--- config.mk ---
export PLATFORM = sky130hd
export DESIGN_NAME = jtag_data_reg
export DESIGN_NICKNAME = d
export VERILOG_FILES = /design/src/rtl/as_pack.sv /design/src/rtl/jtag_dr_len_chk.sv /design/src/rtl/jtag_data_reg.sv
export SDC_FILE = /design/constraint.sdc
export NUM_CORES = 1
export LEC_CHECK = 0
export CORE_ASPECT_RATIO = 1.75
export CORE_MARGIN = 4
export CORE_UTILIZATION = 49
export CTS_BUF_LIST = sky130_fd_sc_hd__clkbuf_16
export DETAILED_ROUTE_END_ITERATION = 10
export GPL_ROUTABILITY_DRIVEN = 0
export GPL_TIMING_DRIVEN = 0
export PLACE_DENSITY = 0.87
export SYNTH_ARGS = -nofsm -noshare
export SYNTH_HDL_FRONTEND = slang
export SYNTH_SLANG_ARGS = --single-unit
--- constraint.sdc ---
create_clock -name tck_i -period 2.5 [get_ports tck_i]
set_input_delay 0.5 -clock tck_i [delete_from_list [all_inputs] [get_ports tck_i]]
set_output_delay 0.5 -clock tck_i [all_outputs]
set_load 0.005 [all_outputs]
--- src/rtl/as_pack.sv ---
// Shared JTAG definitions: DR capture modes and IDCODE/USERCODE constants.
package as_pack;

    typedef enum logic {
        DR_CAP_PARALLEL,
        DR_CAP_CONST
    } dr_cap_mode_t;

    function automatic logic [31:0] mk_idcode(
        input logic [3:0]  ver,
        input logic [15:0] part,
        input logic [10:0] mfr
    );
        return {ver, part, mfr, 1'b1};
    endfunction

    localparam logic [31:0] IDCODE_VAL   = mk_idcode(4'h1, 16'hBA00, 11'h23B);
    localparam logic [31:0] USERCODE_VAL = 32'h0000_0000;

endpackage

--- src/rtl/jtag_dr_len_chk.sv ---
// Saturating shift-bit counter and length compare for a JTAG data register.
// Only instantiated when JTAG_DR_LEN_CHECK_EN is defined.
module jtag_dr_len_chk #(
    parameter int WIDTH = 32
) (
    input  logic tck_i,
    input  logic trst_i,
    input  logic i_cap,
    input  logic i_shift,
    input  logic i_upd,
    output logic o_len_ok,
    output logic o_len_err
);

    localparam int CW = $clog2(WIDTH + 2);
    localparam logic [CW-1:0] L_LEN = CW'(WIDTH);
    localparam logic [CW-1:0] L_SAT = CW'(WIDTH + 1);

    logic [CW-1:0] r_cnt;
    logic          r_err;

    always_ff @(posedge tck_i or posedge trst_i) begin
        if (trst_i) begin
            r_cnt <= '0;
            r_err <= 1'b0;
        end else if (i_cap) begin
            r_cnt <= '0;
            r_err <= 1'b0;
        end else if (i_shift) begin
            if (r_cnt != L_SAT) r_cnt <= r_cnt + 1'b1;
        end else if (i_upd && (r_cnt != L_LEN)) begin
            r_err <= 1'b1;
        end
    end

    assign o_len_ok  = (r_cnt == L_LEN);
    assign o_len_err = r_err;

endmodule

--- src/rtl/jtag_data_reg.sv ---
// Parametrised JTAG test data register: capture, LSB-first shift, update.
// Define JTAG_DR_LEN_CHECK_EN to reject updates after a wrong shift length.
module jtag_data_reg
    import as_pack::*;
#(
    parameter int                 WIDTH    = 32,
    parameter dr_cap_mode_t       CAP_MODE = DR_CAP_PARALLEL,
    parameter logic [WIDTH-1:0]   CAP_VAL  = '0,
    parameter logic [WIDTH-1:0]   RST_VAL  = '0
) (
    input  logic             tck_i,
    input  logic             trst_i,
    input  logic             sel_i,
    input  logic             capture_dr_i,
    input  logic             shift_dr_i,
    input  logic             update_dr_i,
    input  logic             tdi_i,
    output logic             tdo_o,
    input  logic [WIDTH-1:0] par_i,
    output logic [WIDTH-1:0] par_o,
    output logic             upd_o,
    output logic             len_err_o
);

    logic [WIDTH-1:0] r_shift;
    logic [WIDTH-1:0] r_par;
    logic             r_upd;

    logic             w_cap;
    logic             w_shift;
    logic             w_upd;
    logic             w_len_ok;
    logic [WIDTH-1:0] w_cap_src;

    // Fixed priority capture > shift > update, all gated by select
    assign w_cap   = sel_i & capture_dr_i;
    assign w_shift = sel_i & shift_dr_i & ~capture_dr_i;
    assign w_upd   = sel_i & update_dr_i & ~capture_dr_i & ~shift_dr_i;

    assign w_cap_src = (CAP_MODE == DR_CAP_CONST) ? CAP_VAL : par_i;

`ifdef JTAG_DR_LEN_CHECK_EN
    jtag_dr_len_chk #(
        .WIDTH (WIDTH)
    ) u_len_chk (
        .tck_i     (tck_i),
        .trst_i    (trst_i),
        .i_cap     (w_cap),
        .i_shift   (w_shift),
        .i_upd     (w_upd),
        .o_len_ok  (w_len_ok),
        .o_len_err (len_err_o)
    );
`else
    assign w_len_ok  = 1'b1;
    assign len_err_o = 1'b0;
`endif

    always_ff @(posedge tck_i or posedge trst_i) begin
        if (trst_i) begin
            r_shift <= '0;
        end else if (w_cap) begin
            r_shift <= w_cap_src;
        end else if (w_shift) begin
            r_shift <= {tdi_i, r_shift[WIDTH-1:1]};
        end
    end

    always_ff @(posedge tck_i or posedge trst_i) begin
        if (trst_i) begin
            r_par <= RST_VAL;
            r_upd <= 1'b0;
        end else begin
            r_upd <= w_upd & w_len_ok;
            if (w_upd && w_len_ok) r_par <= r_shift;
        end
    end

    assign tdo_o = r_shift[0];
    assign par_o = r_par;
    assign upd_o = r_upd;

endmodule

Word-level counts from Yosys, hierarchy flattened
Cells that the tools add are included.
{"block": "op_classes", "n_reduce_logical": 1, "muxes": 2, "bitwise_logic": 8}
{"operator": "$mux 32", "count": 2}
{"operator": "$and 1x1->1", "count": 6}
{"operator": "$not 1->1", "count": 2}
{"operator": "$reduce_bool 2->1", "count": 1}
{"block": "word_totals", "wordCells": 14, "ff_bits": 65, "in_bits": 39, "out_inout_bits": 35}

Depth between registers and ports, before layout
Gate-level depths: netlist of run 1.
{"block": "depth", "word_depth": 4, "mapped_depth": 5, "depth_no_buf": 2}

Least setup slack after synthesis of run 1
Ideal clock, no wire load.
{"block": "synth_path", "path_kind": "in2reg", "start": "input capture_dr_i", "end": "register r_par[0] (netlist: par_o[0])", "cell_stages": 5, "setup_slack_ns": 0.884, "path_buffers": 3, "setup_ns": 0.125, "arrival_time_ns": 1.491, "t_required_ns": 2.375, "cell_sequence": "buf_6 nor4bb_4 buf_6 buf_12 mux2_4"}
{"block": "synth_via", "elab_chain_cells": 3}
{"item": "start, declared", "line_no": "jtag_data_reg.sv:14", "text": "input logic capture_dr_i,"}
{"item": "$not 1->1", "line_no": "jtag_data_reg.sv:38", "text": "assign w_upd = sel_i & update_dr_i & ~capture_dr_i & ~shift_dr_i;"}
{"item": "$and 1x1->1 (2 in a row)", "line_no": "jtag_data_reg.sv:38"}
{"item": "end signal, assigned", "line_no": "jtag_data_reg.sv:75", "text": "if (w_upd && w_len_ok) r_par <= r_shift;"}
{"item": "end, declared", "line_no": "jtag_data_reg.sv:26", "text": "logic [WIDTH-1:0] r_par;"}
No other way between the ends.
A chain may end at the register's enable or synchronous reset.

Final worst setup path of run 1
{"block": "layout_path", "start": "input shift_dr_i", "end": "register r_par[0] (netlist: par_o[0])"}
{"block": "layout_via", "elab_chain_cells": 2}
{"item": "start, declared", "line_no": "jtag_data_reg.sv:15", "text": "input logic shift_dr_i,"}
{"item": "$not 1->1", "line_no": "jtag_data_reg.sv:38"}
{"item": "$and 1x1->1", "line_no": "jtag_data_reg.sv:38"}
No other way between the ends.

==> qor_table.md, run 1 <==
| Stage | Parameter | Reported |
|:---|:---|:---|
| status | Run status | completed |
| floorplan | Die boundary height | 112 µm |
| detailed routing | Count of antenna-violating nets left after detailed routing | 0 |
| sta | Fin. max-slew vios | 0 |
| finish | Final std cells w/o fill | 356 |
| floorplan | Die footprint | 7610 µm² |
| sta | Achievable Freq | 0.525 GHz |
| power and ir drop | Clk pwr share | 32.1% |
| hold path | Worst min path class | reg2reg |
| finish | Area grow syn2layout | 35.5% |
| finish | Diodes inserted | 0 |
| floorplan | Core Region | 5970 µm² |
| critical path | Critical path cell sequence | clkdlybuf4s50_1 > nor4bb_4 > buf_6 > buf_12 > mux2_4 |
| power and ir drop | Switch share | 24.3% |
| synth | Per-instance average area after synthesis | 16.0 µm² |
| critical path | Critical Path End Type | flip-flop |
| power and ir drop | Combinational Power Share | 25.5% |
| global routing | Global router's overall resource usage | 19.1% |
| placed design | # port buffers | 70 |
| clocking | Number of sinks driven by the clock tree | 65 |
| clocking | H-tree depth | 3 |
| sta | Slew at the pin closest to its max-slew limit | 675 ps |
| placed design | Cell total after placement | 340 |
| critical path | Maximum fanout along the worst path | 10 |
| sta | Clk_skew | 7.77 ps |
| clocking | Clock Pin Slew Worst Setup and Hold Paths | 50 ps |
| detailed routing | First-pass iteration count of the detailed router | 7 |
| power and ir drop | PwrDens | 826 nW/µm² |
| critical path | Critical path's slowest cell | sky130_fd_sc_hd__clkdlybuf4s50_1 |
| detailed routing | Post-detailed-routing wire length | 6740 µm |
| critical path | Arrival @ worst endpoint | 2110 ps |
| placed design | Detailed Place HPWL | 4870 µm |
| power and ir drop | Switch Pwr | 831 µW |
| power and ir drop | Internal | 2.59 mW |
| clocking | CTS root buf | sky130_fd_sc_hd__clkbuf_16 |
| clocking | Clock tree from TritonCTS | done |
| clocking | Hold bufs inserted after CTS | 0 |
| synth | Portion of the post-synthesis area used by sequential elements | 53.3% |
| finish | Post-route standard cell area excluding fillers | 4140 µm² |
| placed design | Worst Setup Slack post-DPL | 260 ps |
| global routing | Vias in the first global route | 2159 |
| global routing | Pin count of the biggest net entering global routing | 36 |
| sta | Worst slew slack as a fraction of its limit | 55.0% |
| sta | Final setup TNS | 0 ps |
| floorplan | Total number of placement rows | 37 |
| detailed routing | Via count normalized by instance count | 5.56 |
| sta | Final setup violation count | 0 |
| synth | Count of warnings emitted by yosys | 0 |
| detailed routing | Total number of vias | 1980 |
| synth | Cell Area, Synth | 3050 µm² |
| critical path | Startpoint class of the critical path | input port |
| sta | Final hold violation count | 0 |
| detailed routing | Count of unresolved DRC violations after routing | 0 |
| placed design | Placed Area | 3870 µm² |
| run | Max-cap violations | 0 |
| critical path | Critical Path Max Stage Delay | 610 ps |
| clocking | Number of buffers inserted during clock tree synthesis | 9 |
| floorplan | Die extent in x | 67.7 µm |
| global routing | Number of antenna violations at the first check in global routing | 0 |
| finish | Ratio of cells with drive above 1 in the final layout | 36.0% |
| synth | Number of library cell types mapped by synthesis | 21 |
| sta | Setup WS post-layout | 595 ps |
| clocking | Buffer levels on the longest clock path | 2 |
| sta | Minimum period implied by the final worst setup slack | 1910 ps |
| critical path | Worst Setup Path Type | in2reg |
| clocking | CTS resizes | 0 |
| synth | Number of synthesized register bits | 65 |
| floorplan | Number of top-level design ports | 74 |
| synth | Number of standard cells after synthesis | 191 |
| sta | Setup repair after global routing missed its margin | no |
| detailed routing | Detailed-route wire length per cell | 18.9 µm |
| finish | Net count, final | 312 |
| detailed routing | Initial DRC Count | 115 |
| synth | Mapped Nets | 230 |
| global routing | Congestion Overflow GR | 0 |
| power and ir drop | Static leakage | 1.66 nW |
| critical path | WP data required | 2700 ps |
| global routing | Wire length of the first global-routing pass | 11000 µm |
| clocking | Clock latency on the worst-skew pair | 330 ps |
| power and ir drop | Flop pwr share | 42.4% |
| floorplan | Effective utilization at floorplan | 51.1% |
| sta | Final worst path period share | 76.2% |
| clocking | Setup bufs post-CTS | 0 |
| power and ir drop | Worst IR drop on VDD | 469 µV |
## metal layers
metal	vias up	wire [µm]	global-route usage (%)
li1	918	-	-
met1	994	2710	24.3
met2	55	3600	31.0
met3	13	310	4.80
met4	0	123	6.78
met5	-	0	0
## state kept, by name, summed over array words and instances, names as in the netlist
| register | cells |
|---|---|
| par_o | 32 |
| r_shift | 32 |
| upd_o | 1 |
## critical path, delay by kind of cell
family	cells	cell delay, ps
multiplexers	1	300
buffers and inverters	3	960
AND/OR/NAND/NOR	1	350
## worst paths after layout
path / start / end / slack, ps / cells after the start
worst max register to register: r_shift[27] / r_shift[26] / 1330 / 2
worst min register to register: par_o[19] / par_o[19] / 510 / 1
min in group asynchronous: trst_i / r_shift[15] / 610 / 2
worst min-delay path: par_o[19] / par_o[19] / 510 / 1
max in group asynchronous: trst_i / par_o[0] / 1280 / 3
worst max-delay path: shift_dr_i / par_o[0] / 590 / 5
## power by group through the flow
| stage | combinational (mW) | sequential (mW) | clock, mW |
|---|---|---|---|
| 6_report | 0.870 | 1.45 | 1.10 |
| 5_1_grt | 0.932 | 1.47 | 1.16 |
| 4_1_cts | 0.886 | 1.45 | 1.11 |
| 3_5_place_dp | 0.879 | 1.46 | 0 |
| 3_3_place_gp | 0.856 | 1.45 | 0 |
| 2_1_floorplan | 0.408 | 1.44 | 0 |
## cells in the final DEF, fill, tap and decap left out
master and count:
sky130_fd_sc_hd__o221a_2 31, sky130_fd_sc_hd__dfrtp_1 65, sky130_fd_sc_hd__clkbuf_16 9, sky130_fd_sc_hd__o21a_1 1
sky130_fd_sc_hd__conb_1 1, sky130_fd_sc_hd__nand4_1 1, sky130_fd_sc_hd__nand3_1 1, sky130_fd_sc_hd__buf_6 4
sky130_fd_sc_hd__nand4bb_1 20, sky130_fd_sc_hd__inv_1 1, sky130_fd_sc_hd__buf_12 4, sky130_fd_sc_hd__or4bb_1 11
sky130_fd_sc_hd__nand2_1 1, sky130_fd_sc_hd__clkinvlp_4 2, sky130_fd_sc_hd__or3b_2 1, sky130_fd_sc_hd__nand2b_1 1
sky130_fd_sc_hd__clkinv_2 4, sky130_fd_sc_hd__mux2_2 3, sky130_fd_sc_hd__buf_4 2, sky130_fd_sc_hd__inv_2 1
sky130_fd_sc_hd__clkdlybuf4s50_1 70, sky130_fd_sc_hd__nand4b_1 1, sky130_fd_sc_hd__clkbuf_1 4, sky130_fd_sc_hd__buf_2 9
sky130_fd_sc_hd__nor4bb_4 1, sky130_fd_sc_hd__mux2_4 29
## metrics by stage
step / util, % / power [mW] / hold WS [ps]
floorplan: - / 1.85 / 495
global placement: 64.5 / 2.31 / 497
detailed placement: 64.8 / 2.34 / 494
CTS: 69.2 / 3.45 / 512
global route: 69.2 / 3.56 / 521
finish: 69.2 / 3.42 / 511
## cells in the mapped netlist, drive strengths merged
cell type  number  area share [%]
or4bb          11             4.1
or3b            1            0.29
nand4           1            0.21
o221a          31              11
nor4bb          1            0.82
conb            1            0.12
mux2           32              15
nand2           1            0.12
inv             1            0.12
nand4b          1            0.29
clkbuf          4            0.49
buf            18             5.4
dfrtp          65              53
nand2b          1            0.21
nand3           1            0.16
nand4bb        20             7.4
o21a            1            0.25
## area by class of cell
class	count	area [µm²]
Timing Repair Buffer	71	721
Multi-Input combinational cell	103	1240
Tap cell	78	97.6
Buffer	22	180
Fill cell	399	1840
Clock buffer	9	225
Inverter	1	3.75
Sequential cell	65	1630
Clock inverter	7	38.8
## cell families (layout without fill, tap and decap cells)
family	after synthesis	count (layout)	share of synthesized area [%]
flip-flops	65	65	53.3
AND/OR/NAND/NOR	38	38	13.5
AO/OA/AOI/OAI	32	32	11.7
multiplexers	32	32	15.4
buffers and inverters	23	110	6.02
other	1	1	0.123
Power figures use the tool's default switching activity.
==> inputs of run 2 (changes only) <==
- clock period: 2.5 -> 1.9 ns (I/O delays scaled with it)
==> run 2 against run 1 <==
Effect of this change:
- utilization rose by 0.46 points
- clock power rose by 43%
- wire length fell by 1.7%
- via count rose by 1.8%
- non-clock buffer count did not move
- count of clock-buffer cells in the layout did not move
==> qor_table.md, run 2 (same netlist as run 1, synthesis figures left out) <==
| Stage | Parameter | Reported | Change |
|:---|:---|:---|:---|
| sta | Final worst path period share | 92.8% |  |
| power and ir drop | Switch Pwr | 1.09 mW | +32% |
| critical path | Worst Setup Path Type | in2reg |  |
| critical path | FF-to-FF Start | r_shift[26] |  |
| run | Max-cap violations | 0 | unchanged |
| global routing | Congestion Overflow GR | 0 | unchanged |
| sta | Setup repair after global routing missed its margin | no |  |
| clocking | Buffer levels on the longest clock path | 2 | unchanged |
| critical path | Critical Path End Type | flip-flop |  |
| detailed routing | Initial DRC Count | 69 | -40% |
| global routing | Pin count of the biggest net entering global routing | 66 | +83% |
| floorplan | Effective utilization at floorplan | 51.1% | unchanged |
| clocking | Number of buffers inserted during clock tree synthesis | 9 | unchanged |
| power and ir drop | PwrDens | 1110 nW/µm² | +35% |
| finish | Most frequent cells in the layout | sky130_fd_sc_hd__clkdlybuf4s50_1 (70), sky130_fd_sc_hd__dfrtp_1 (65), sky130_fd_sc_hd__o221a_2 (31) |  |
| clocking | H-tree depth | 3 | unchanged |
| power and ir drop | Overall power of the completed layout | 4.63 mW | +35% |
| clocking | Clock tree from TritonCTS | done |  |
| clocking | CTS resizes | 0 | unchanged |
| placed design | Worst Setup Slack post-DPL | -212 ps | -472 ps |
| finish | Count of filler cells inserted in the layout | 399 | unchanged |
| finish | Area occupied by multi-input gates | 1240 µm² | unchanged |
| detailed routing | Total number of vias | 2016 | +1.8% |
| critical path | WP data required | 2100 ps | -600 ps |
| critical path | Startpoint class of the critical path | input port |  |
| critical path | Worst setup path startpoint | shift_dr_i |  |
| clocking | Hold bufs inserted after CTS | 0 | unchanged |
| sta | Final setup violation count | 0 | unchanged |
| power and ir drop | Flop pwr share | 41.3% | -1.1 points |
| sta | Setup WS post-layout | 137 ps | -458 ps |
| global routing | Wire length of the first global-routing pass | 10700 µm | -2.7% |
| critical path | Critical path cell sequence | clkdlybuf4s50_1 > nor4bb_4 > buf_6 > buf_12 > mux2_4 |  |
| finish | Net count, final | 312 | unchanged |
| hold path | Worst min path class | in2async |  |
| critical path | Maximum fanout along the worst path | 10 | unchanged |
| critical path | Depth of the worst register-to-register path | 2 | unchanged |
| critical path | Critical Path Max Stage Delay | 600 ps | about the same |
| power and ir drop | Clk pwr share | 34.0% | +1.9 points |
| power and ir drop | Internal | 3.54 mW | +37% |
| global routing | Global router's overall resource usage | 18.8% | -0.31 points |
| sta | Achievable Freq | 0.567 GHz |  |
| clocking | Setup bufs post-CTS | 0 | unchanged |
| detailed routing | Via count normalized by instance count | 5.66 | +1.8% |
| sta | Fin. max-slew vios | 0 | unchanged |
| detailed routing | Detailed-route wire length per cell | 18.6 µm | -1.7% |
| finish | Area grow syn2layout | 36.4% |  |
| clocking | Clock latency on the worst-skew pair | 320 ps | about the same |
| finish | Most common cell after layout, fill and taps aside | sky130_fd_sc_hd__clkdlybuf4s50_1 |  |
| floorplan | Die boundary height | 112 µm | unchanged |
| finish | Ratio of cells with drive above 1 in the final layout | 35.3% | -0.72 points |
| clocking | Number of sinks driven by the clock tree | 65 | unchanged |
| clocking | Clock Pin Slew Worst Setup and Hold Paths | 50 ps | about the same |
| finish | Diodes inserted | 0 | unchanged |
| floorplan | Die footprint | 7610 µm² | unchanged |
| power and ir drop | Worst IR drop on VDD | 681 µV | +45% |
| floorplan | Die extent in x | 67.7 µm | unchanged |
| floorplan | Total number of placement rows | 37 | unchanged |
| floorplan | Core Region | 5970 µm² | unchanged |
| sta | Final hold violation count | 0 | unchanged |
| finish | Storage element area | 1630 µm² | unchanged |
| sta | Minimum period implied by the final worst setup slack | 1760 ps |  |
| critical path | Setup slack, reg-to-reg | 740 ps | -590 ps |
| sta | Clk_skew | 3.46 ps | -4.31 ps |
| global routing | Vias in the first global route | 2141 | -0.83% |
| critical path | End of the worst register-to-register path | r_shift[25] |  |
| power and ir drop | Static leakage | 1.67 nW | +0.33% |
| detailed routing | Count of antenna-violating nets left after detailed routing | 0 | unchanged |
| placed design | Detailed Place HPWL | 4730 µm | -2.8% |
| placed design | # port buffers | 70 | unchanged |
| detailed routing | Post-detailed-routing wire length | 6630 µm | -1.7% |
| critical path | Critical path's slowest cell | sky130_fd_sc_hd__clkdlybuf4s50_1 |  |
| global routing | Number of antenna violations at the first check in global routing | 0 | unchanged |
| floorplan | Number of top-level design ports | 74 | unchanged |
| power and ir drop | Switch share | 23.6% | -0.71 points |
| status | Run status | completed |  |
| detailed routing | First-pass iteration count of the detailed router | 4 | -3 |
| critical path | Critical path capture point | par_o[31] |  |
| critical path | Arrival @ worst endpoint | 1970 ps | -140 ps |
| clocking | CTS root buf | sky130_fd_sc_hd__clkbuf_16 |  |
| power and ir drop | Combinational Power Share | 24.7% | -0.8 points |
| detailed routing | Count of unresolved DRC violations after routing | 0 | unchanged |
run 2: cell types whose count changed in the layout (fill, tap and decap cells not counted), sizes merged:
cell,before,now
bufinv,0,1
inv,2,1
run 2: stage by stage:
step	TNS [ps]	hold WS, ps	util [%]	instances	cell area (µm²)
after global placement	-5990	497	64.6	339	3850
after detailed placement	-7340	493	64.6	339	3850
after global routing	0	456	69.7	356	4160
after floorplan	0	495	-	191	3060
after CTS	0	475	69.4	355	4140
final	0	426	69.7	356	4160
run 2: worst max-delay path, delay by kind of cell:
| kind | cells | cell delay (ps) |
|---|---|---|
| simple gates | 1 | 340 |
| buf+inv | 3 | 930 |
| mux | 1 | 310 |
run 2: cell type report:
type / instances / area share (%)
clock buffer: 9 / 5.41
sequential: 65 / 39.1
buffer: 22 / 4.33
inverter: 1 / 0.180
multi-input combinational: 103 / 29.8
timing repair buffer: 71 / 17.3
tap: 78 / 2.34
clock inverter: 7 / 1.50
run 2: power groups by stage:
stage               Sequential (mW)  Combinational, mW  Clock (mW)
finish                         1.91               1.15        1.57
global route                   1.95               1.23        1.66
CTS                            1.92               1.16        1.61
detailed placement             1.93               1.15           0
global placement               1.92               1.12           0
floorplan                      1.89              0.537           0
run 2: how the worst min path moves through the flow:
stage                              to  cells after the start    startpoint
after global placement       par_o[2]                      1      par_o[2]
after floorplan             par_o[16]                      1   r_shift[16]
after CTS                 r_shift[27]                      3  capture_dr_i
final                           upd_o                      2        trst_i
after detailed placement    par_o[21]                      1     par_o[21]
after global routing            upd_o                      2        trst_i
run 2: metal layers:
metal | global-route usage [%] | share of wire (%)
met1 | 22.2 | 40
met2 | 31.7 | 54
met3 | 4.80 | 4.2
met4 | 7.45 | 1.6
met5 | 0 | 0
